`config.mk`:
```
export PLATFORM = sky130hd
export DESIGN_NAME = dma_request_arbiter_flat
export DESIGN_NICKNAME = d
export VERILOG_FILES = /design/src/rtl/dma_request_arbiter_if.sv /design/src/rtl/dma_request_arbiter.sv /design/src/flat_wrapper.sv
export SDC_FILE = /design/constraint.sdc
export NUM_CORES = 1
export LEC_CHECK = 0
export BUFFER_PORTS_ARGS = -buffer_cell sky130_fd_sc_hd__buf_2
export CAP_MARGIN = 20
export CORE_AREA = 5 5 52 54
export CTS_CLUSTER_DIAMETER = 50
export CTS_CLUSTER_SIZE = 25
export DETAILED_ROUTE_END_ITERATION = 10
export DIE_AREA = 0 0 57 59
export PLACE_DENSITY = 0.77
export SYNTH_ARGS = -nofsm -noshare
export SYNTH_HDL_FRONTEND = slang
export SYNTH_SLANG_ARGS = --single-unit
```
`constraint.sdc`:
```
create_clock -name clk -period 2.1 [get_ports clk]
set_clock_uncertainty 0.2 [all_clocks]
set_input_delay 0.105 -clock clk [delete_from_list [all_inputs] [get_ports clk]]
set_output_delay 0.105 -clock clk [all_outputs]
set_load 0.01 [all_outputs]
```
`src/rtl/dma_request_arbiter_if.sv`:
```
// Request/acknowledge bundle between the DMA arbiter (slave side) and the
// system that drives channel requests and hold-acknowledge (master side).
interface dma_request_arbiter_if;
    logic [3:0] dreq;
    logic       mask_wr;
    logic [3:0] mask_data;
    logic       sw_req_wr;
    logic [3:0] sw_req_data;
    logic       hlda;
    logic       xfer_done;
    logic       hrq;
    logic [3:0] dack;
    logic [1:0] chan;
    logic       chan_valid;
    logic       busy;

    modport master (
        output dreq, mask_wr, mask_data, sw_req_wr, sw_req_data, hlda, xfer_done,
        input  hrq, dack, chan, chan_valid, busy
    );

    modport slave (
        input  dreq, mask_wr, mask_data, sw_req_wr, sw_req_data, hlda, xfer_done,
        output hrq, dack, chan, chan_valid, busy
    );
endinterface

```
`src/rtl/dma_request_arbiter.sv`:
```
// Four-channel DMA request arbiter: hold-request handshake plus one-hot grant.
// Define ROTATING_PRIORITY_EN for rotating priority; the default is fixed (channel 0 highest).
module dma_request_arbiter (
    input logic                   clk,
    input logic                   reset,
    dma_request_arbiter_if.slave  bus
);

    typedef enum logic [1:0] {IDLE, REQ, GRANT, RELEASE} state_t;

    state_t     state;
    logic [3:0] mask;
    logic [3:0] sw_req;
    logic [3:0] pending;
    logic [3:0] sw_clr;
    logic [1:0] winner;

`ifdef ROTATING_PRIORITY_EN
    logic [1:0] top;
    logic [7:0] doubled;
    logic [3:0] rotated;

    // Rotate pending so the current top-priority channel lands on bit 0.
    assign doubled = {pending, pending} >> top;
    assign rotated = doubled[3:0];

    always_comb begin
        winner = top;
        for (int i = 3; i >= 0; i--) begin
            if (rotated[i]) winner = top + 2'(i);
        end
    end
`else
    // NOTE: every always_comb output gets a default first so no latch is inferred.
    always_comb begin
        winner = 2'd0;
        for (int i = 3; i >= 0; i--) begin
            if (pending[i]) winner = 2'(i);
        end
    end
`endif

    assign pending = (bus.dreq | sw_req) & ~mask;

    // Completion clears the granted channel's software request; a same-cycle write still wins.
    always_comb begin
        sw_clr = 4'b0000;
        if (state == GRANT && bus.xfer_done) sw_clr[bus.chan] = 1'b1;
    end

    // NOTE: all state and outputs are registered with non-blocking assignments;
    // the mask resets to all-masked so no channel is served before software enables it.
    always_ff @(posedge clk or posedge reset) begin
        if (reset) begin
            state          <= IDLE;
            mask           <= 4'b1111;
            sw_req         <= 4'b0000;
            bus.hrq        <= 1'b0;
            bus.dack       <= 4'b0000;
            bus.chan       <= 2'd0;
            bus.chan_valid <= 1'b0;
            bus.busy       <= 1'b0;
`ifdef ROTATING_PRIORITY_EN
            top            <= 2'd0;
`endif
        end else begin
            if (bus.mask_wr) mask <= bus.mask_data;
            sw_req <= (sw_req & ~sw_clr) | (bus.sw_req_wr ? bus.sw_req_data : 4'b0000);

            case (state)
                IDLE: begin
                    if (|pending) begin
                        state    <= REQ;
                        bus.hrq  <= 1'b1;
                        bus.busy <= 1'b1;
                    end
                end
                REQ: begin
                    if (bus.hlda) begin
                        if (|pending) begin
                            state          <= GRANT;
                            bus.chan       <= winner;
                            bus.dack       <= 4'b0001 << winner;
                            bus.chan_valid <= 1'b1;
                        end else begin
                            state   <= RELEASE;
                            bus.hrq <= 1'b0;
                        end
                    end
                end
                GRANT: begin
                    // Only completion ends a grant; mask, dreq and hlda changes are ignored here.
                    if (bus.xfer_done) begin
                        state          <= RELEASE;
                        bus.hrq        <= 1'b0;
                        bus.dack       <= 4'b0000;
                        bus.chan_valid <= 1'b0;
`ifdef ROTATING_PRIORITY_EN
                        top            <= bus.chan + 2'd1;
`endif
                    end
                end
                RELEASE: begin
                    if (!bus.hlda) begin
                        state    <= IDLE;
                        bus.busy <= 1'b0;
                    end
                end
                default: state <= IDLE;
            endcase
        end
    end

endmodule
```
`src/flat_wrapper.sv`:
```
// flat-port wrapper written by rule: the top's interface ports become plain ports
module dma_request_arbiter_flat 
  (clk, reset, bus_dreq, bus_mask_wr, bus_mask_data, bus_sw_req_wr, bus_sw_req_data, bus_hlda, bus_xfer_done, bus_hrq, bus_dack, bus_chan, bus_chan_valid, bus_busy);
  dma_request_arbiter_if bus_i ();
  input logic clk;
  input logic reset;
  input wire logic [$bits(bus_i.dreq)-1:0] bus_dreq;
  input wire logic [$bits(bus_i.mask_wr)-1:0] bus_mask_wr;
  input wire logic [$bits(bus_i.mask_data)-1:0] bus_mask_data;
  input wire logic [$bits(bus_i.sw_req_wr)-1:0] bus_sw_req_wr;
  input wire logic [$bits(bus_i.sw_req_data)-1:0] bus_sw_req_data;
  input wire logic [$bits(bus_i.hlda)-1:0] bus_hlda;
  input wire logic [$bits(bus_i.xfer_done)-1:0] bus_xfer_done;
  output wire logic [$bits(bus_i.hrq)-1:0] bus_hrq;
  output wire logic [$bits(bus_i.dack)-1:0] bus_dack;
  output wire logic [$bits(bus_i.chan)-1:0] bus_chan;
  output wire logic [$bits(bus_i.chan_valid)-1:0] bus_chan_valid;
  output wire logic [$bits(bus_i.busy)-1:0] bus_busy;
  assign bus_i.dreq = bus_dreq;
  assign bus_i.mask_wr = bus_mask_wr;
  assign bus_i.mask_data = bus_mask_data;
  assign bus_i.sw_req_wr = bus_sw_req_wr;
  assign bus_i.sw_req_data = bus_sw_req_data;
  assign bus_i.hlda = bus_hlda;
  assign bus_i.xfer_done = bus_xfer_done;
  assign bus_hrq = bus_i.hrq;
  assign bus_dack = bus_i.dack;
  assign bus_chan = bus_i.chan;
  assign bus_chan_valid = bus_i.chan_valid;
  assign bus_busy = bus_i.busy;
  dma_request_arbiter u_core (.clk(clk), .reset(reset), .bus(bus_i));
endmodule
```
==> results of run 1 <==
per-stage QoR:
stage          std cells  util (%)  power (mW)  setup slack [ns]
6_report             174      67.9        1.64             0.161
2_1_floorplan         98         -        1.19             0.161
3_5_place_dp         153      58.8        1.44             0.187
5_1_grt              174      67.9        1.78            0.0700
3_3_place_gp         153      58.8        1.39             0.243
4_1_cts              174      67.9        1.65             0.173
cell type report:
class                           instances  area (µm²)
Timing Repair Buffer                   45         315
Tap cell                               28        35.0
Clock inverter                          1        5.00
Fill cell                             184         696
Inverter                                7        26.3
Multi-Input combinational cell         71         589
Clock buffer                            3        22.5
Sequential cell                        19         480
final timing paths:
check / start / to / slack, ns / cells after the start
setup / recovery: u_core.state[1] / u_core.bus.dack[3] / 0.16 / 5
min in group asynchronous: reset / u_core.bus.hrq / 0.25 / 3
setup reg to reg: u_core.state[1] / u_core.bus.dack[3] / 0.16 / 5
hold reg to reg: u_core.bus.dack[0] / u_core.bus.dack[0] / 0.32 / 1
max in group asynchronous: reset / u_core.bus.chan[1] / 0.99 / 3
hold / removal: bus_dreq[0] / u_core.bus.chan[1] / 0.04 / 4
per-layer routing:
layer / share of wire (%) / track usage, % / routed length (µm)
met5: 0 / 0 / 0
met4: 2.5 / 8.61 / 61
met3: 6.7 / 2.83 / 166
met2: 49 / 25.8 / 1220
met1: 42 / 20.0 / 1040
logic make-up (layout without fill, tap and decap cells):
logic type,Yosys count,in the layout
compound gates,27,27
simple gates,25,25
flops,19,19
mux,13,13
buf+inv,8,56
fa+ha+maj,6,6
power by group through the flow:
stage | combinational (mW) | sequential, mW | clock [mW]
2_1_floorplan | 0.545 | 0.644 | 0
3_3_place_gp | 0.764 | 0.626 | 0
3_5_place_dp | 0.806 | 0.634 | 0
4_1_cts | 0.835 | 0.627 | 0.191
5_1_grt | 0.920 | 0.649 | 0.212
6_report | 0.830 | 0.625 | 0.182
sequential cells by signal, summed over array words and instances, names as in the netlist:
signal / count
u_core.bus.hrq: 1
u_core.bus.chan_valid: 1
u_core.bus.dack: 4
u_core.state: 2
u_core.sw_req: 4
u_core.bus.busy: 1
u_core.bus.chan: 2
u_core.mask: 4
cells in the final DEF (no fill, tap or decap), drive strengths merged, types with 2 or more instances in the layout:
| cell | count |
|---|---|
| dfstp | 4 |
| a22o | 3 |
| dlygate4sd3 | 17 |
| nand2 | 9 |
| nor2 | 4 |
| ha | 6 |
| o21ai | 4 |
| nand2b | 2 |
| nand3 | 2 |
| a21oi | 4 |
| a211oi | 3 |
| nor3 | 3 |
| mux2 | 10 |
| inv | 7 |
| dfrtp | 15 |
| o21bai | 4 |
| o21ba | 4 |
| mux2i | 3 |
| clkbuf | 3 |
| buf | 28 |
| nand3b | 2 |
worst register-to-register path, delay by kind of cell, from the launching register on:
family	cells	cell delay [ns]
AOI/OAI and AO/OA	1	0.26
adders and majority gates	1	0.30
buffers and inverters	1	0.13
DFF	1	0.45
muxes	1	0.33
and+or+nand+nor	1	0.17
==> impl_metrics.toml, run 1 <==
[setup_path]
crit_required_ns = 2.09
cp.arrival_ns = 1.93
crit_type = "reg2reg"
crit_path_start_kind = "flip-flop"
worst-path-max-fanout = 7
cp_num_buf_inv = 1
cp_cell_sequence = "inv_1 -> ha_1 -> nand3_1 -> o21ai_4 -> mux2_4"
endpoint_kind = "flip-flop"
critical-path-top-delay-family = "flip-flops"
slowest_stage = "dfrtp_1"
cpPeakStageDelay_ns = 0.45

[clock_tree]
cts_sinks = 19
insertion_delay_ns = 0.30
post_cts_buffers = 0
path_clk_slew_ns = 0.10
numCtsBuffers = 3
clock-root-buffer = "clkbuf_4"
htree_levels = 1
cts_tree = "done"
ctsHoldBuffers = 17
cts_resized = 0
clk_path_buf_depth = 2

[die]
core-area_mm2 = 0.00217
io_pins = 27
die_w_um = 57
initial_core_util_pct = 50.7
die_h_um = 59
dieArea_mm2 = 0.00336
rows = 17

[route]
ant_nets = 0
dr.pass1.iters = 4
wl_per_cell_um = 14.3
vias = 919
routed_wl_um = 2480
drc = 0
avgViaCountPerCell = 5.28
drtIter0Drc = 33

[synth]
syn-instance-count = 98
yosys_warnings = 0
synth_top_cells_by_count = "dfrtp_1 (15), nand2_1 (9), inv_1 (7)"
synth_edf_count = 0
synth_compound_area_share_pct = 20.1
synth_simple_gate_area_share_pct = 12.3
synth_xor_area_share_pct = 0
synth.most_common_cell = "dfrtp_1"
synth.yosys.seq_area_share_pct = 43.7
yosysTopAreaCell = "dfrtp_1"
synth-async-reset-ratio_pct = 100
netlist_area_mm2 = 0.00110
synth_top_cell_area_share_pct = 34.1
synth_cell_type_count = 33
synth_top_family_by_area = "compound AO/OA/AOI/OAI gates"
synth.avg_cell_area_um2 = 11.2
synth_ff_type = "dfrtp_1"
ys_ff_latch = 19
synth_top_cells_by_area = "dfrtp_1 (34%), dfstp_2 (9.6%), ha_1 (6.8%)"
synth_nets = 122
synth_fa_ha_area_share_pct = 6.83
synth.area.mux_share_pct = 14.3

[timing]
fin_crit_sh_pct = 92.3
report.final.hold_viol_count = 0
final_max_slew_viol_count = 0
min_period_ns = 1.94
slew_headroom_pct = 52.2
max_freq_ghz = 0.516
tightest_slew_ns = 0.716
setup_viol = 0
tns_ns = 0
whs_ns = 0.0431
rsz0062_at_grt = "no"

[place]
dp_hpwl_um = 1850
globalplace.congestion = 0.828
postPlaceCellArea_mm2 = 0.00128
port_buffers = 26

[min_path]
hold_class = "in2reg"

[power]
powerDensity_mw_per_mm2 = 1110
power_frac_comb_pct = 50.7
power_switching_uw = 642
ir_drop_uv = 981
swShare_pct = 39.2
power_leakage_nw = 0.680
power.internal_uw = 996
clockPowerShare_pct = 11.1
pwr-share-seq_pct = 38.2

[global_route]
track_usage_pct = 15.8
overflow = 0
grt_pass1_wl_um = 4080
grt_max_degree = 20
first_global_vias = 912
antenna_found_initial = 0

[final_layout]
final_net_count = 171
synthToLayoutAreaGrowth_pct = 34.0
drive_above_1_share_pct = 35.6
antenna_cells = 0
post-route-cell-area_mm2 = 0.00147

[run]
maxCapViolCount = 0

[status]
status = "finished clean"
Power figures use the tool's default switching activity.
==> run 2: changes to the inputs <==
Settings changed: CORE_AREA 5 5 52 54 to 5 5 44 65, DIE_AREA 0 0 57 59 to 0 0 49 70, PLACE_DENSITY 0.77 to 0.75.
==> run 2 against run 1 <==
Register-to-register slack about the same. Worst hold slack worse by 0.032 ns. Global-route usage up 1.1 points. Sequential share of layout area up 0.17 points. Die area up 2.0%. Maximum frequency up 0.35%. Count of clock-buffer cells in the layout up 1. Via count down 0.44%. Critical endpoint is now u_core.bus.dack[0]. Largest cell class unchanged. Largest power group unchanged. Highest routed layer unchanged.
==> impl_metrics.toml, run 2 (synthesis results as in run 1) <==
[global_route]
first_global_vias = 1095
track_usage_pct = 17.0
antenna_found_initial = 0
grt_max_degree = 20
overflow = 0
grt_pass1_wl_um = 4730

[min_path]
holdPathStages = 4
hold_class = "in2reg"

[setup_path]
r2r_cells = 5
crit_path_start_kind = "flip-flop"
cpPeakStageDelay_ns = 0.45
worst-path-max-fanout = 7
crit_required_ns = 2.09
endpoint_kind = "flip-flop"
cp.arrival_ns = 1.92
crit_type = "reg2reg"
slowest_stage = "dfrtp_1"
cp_cell_sequence = "inv_1 -> ha_1 -> nand3_1 -> o21ai_4 -> mux2_4"

[timing]
report.final.hold_viol_count = 0
whs_ns = 0.0110
final_max_slew_viol_count = 0
max_freq_ghz = 0.518
tns_ns = 0
setup_viol = 0
fin_crit_sh_pct = 92.0
slew_headroom_pct = 50.9
tightest_slew_ns = 0.736
rsz0062_at_grt = "no"
min_period_ns = 1.93
fin_ws_ns = 0.168

[final_layout]
utilization_pct = 66.4
synthToLayoutAreaGrowth_pct = 33.3
reg_top3 = "u_core.bus.dack x4, u_core.mask x4, u_core.sw_req x4"
drive_above_1_share_pct = 34.9
antenna_cells = 0
final_net_count = 171
layout_commonest_cell = "buf_2"
n_fill_cell = 204
post-route-cell-area_mm2 = 0.00147
final_cell_mix = "buf_2 (26), dlygate4sd3_1 (17), dfrtp_1 (15)"

[clock_tree]
numCtsBuffers = 3
cts_tree = "done"
post_cts_buffers = 0
cts_sinks = 19
clk_path_buf_depth = 2
path_clk_slew_ns = 0.10
insertion_delay_ns = 0.29
clock-root-buffer = "clkbuf_4"
htree_levels = 1

[route]
dr.pass1.iters = 4
drtIter0Drc = 13
drc = 0
vias = 915
avgViaCountPerCell = 5.41
wl_per_cell_um = 15.2
ant_nets = 0
routed_wl_um = 2570

[die]
die_h_um = 70
io_pins = 27
initial_core_util_pct = 49.8
die_w_um = 49
core-area_mm2 = 0.00221
dieArea_mm2 = 0.00343
rows = 21

[power]
powerDensity_mw_per_mm2 = 1110
clockPowerShare_pct = 11.0
pwr-share-seq_pct = 38.6
power_frac_comb_pct = 50.4
power.internal_uw = 997
ir_drop_uv = 678
swShare_pct = 38.7
power_switching_uw = 629
power_leakage_nw = 0.678

[place]
preCtsSetupSlack_ns = 0.177
port_buffers = 26
postPlaceCellArea_mm2 = 0.00127
dp_hpwl_um = 1910
globalplace.congestion = 0.733

[status]
status = "finished clean"

[run]
maxCapViolCount = 0
==> run 2: cell count changes in the layout (fill, tap and decap cells not counted) <==
cell,change
clkinv_2,-1
clkbuf_1,+1
==> run 2: cell type report <==
type / instances / area [µm²] / area share (%)
Timing Repair Buffer: 45 / 315 / 21.5
Tap cell: 23 / 28.8 / 1.96
Sequential cell: 19 / 480 / 32.8
Clock buffer: 4 / 26.3 / 1.79
Inverter: 7 / 26.3 / 1.79
Multi-Input combinational cell: 71 / 589 / 40.2
==> run 2: routing by layer <==
metal  wire (µm)  track usage [%]
met1        1040             17.9
met2        1400             31.8
met3          86             2.98
met4          38             6.89
met5           0                0
==> run 2: final timing paths <==
| check | startpoint | to | slack, ns |
|---|---|---|---|
| worst max-delay path | u_core.state[1] | u_core.bus.dack[0] | 0.17 |
| worst min-delay path | bus_dreq[0] | u_core.bus.chan[1] | 0.01 |
| worst max register to register | u_core.state[1] | u_core.bus.dack[0] | 0.17 |
| worst min register to register | u_core.bus.dack[3] | u_core.bus.dack[3] | 0.33 |
| max in group asynchronous | reset | u_core.sw_req[0] | 0.97 |
| min in group asynchronous | reset | u_core.bus.hrq | 0.28 |
==> run 2: stage by stage <==
step | std cells | power (mW)
floorplan | 98 | 1.19
global placement | 148 | 1.39
detailed placement | 148 | 1.43
CTS | 169 | 1.65
global route | 169 | 1.78
finish | 169 | 1.63
==> run 2: critical path: cells and delay by family (launching register included) <==
kind,cells,cell delay (ns)
and+or+nand+nor,1,0.16
buffers and inverters,1,0.13
DFF,1,0.45
muxes,1,0.32
adders and majority gates,1,0.29
AOI/OAI and AO/OA,1,0.27
==> run 2: power by group through the flow <==
stage	sequential, mW	clock [mW]	combinational (mW)
final	0.628	0.180	0.819
after global routing	0.650	0.218	0.910
after CTS	0.630	0.189	0.828
after detailed placement	0.636	0	0.797
after global placement	0.624	0	0.766
after floorplan	0.644	0	0.545
==> run 2: timing repair <==
action	in CTS	in global routing
resized for setup	0	0
hold buffers	17	0
endpoints found under the hold margin	25	0
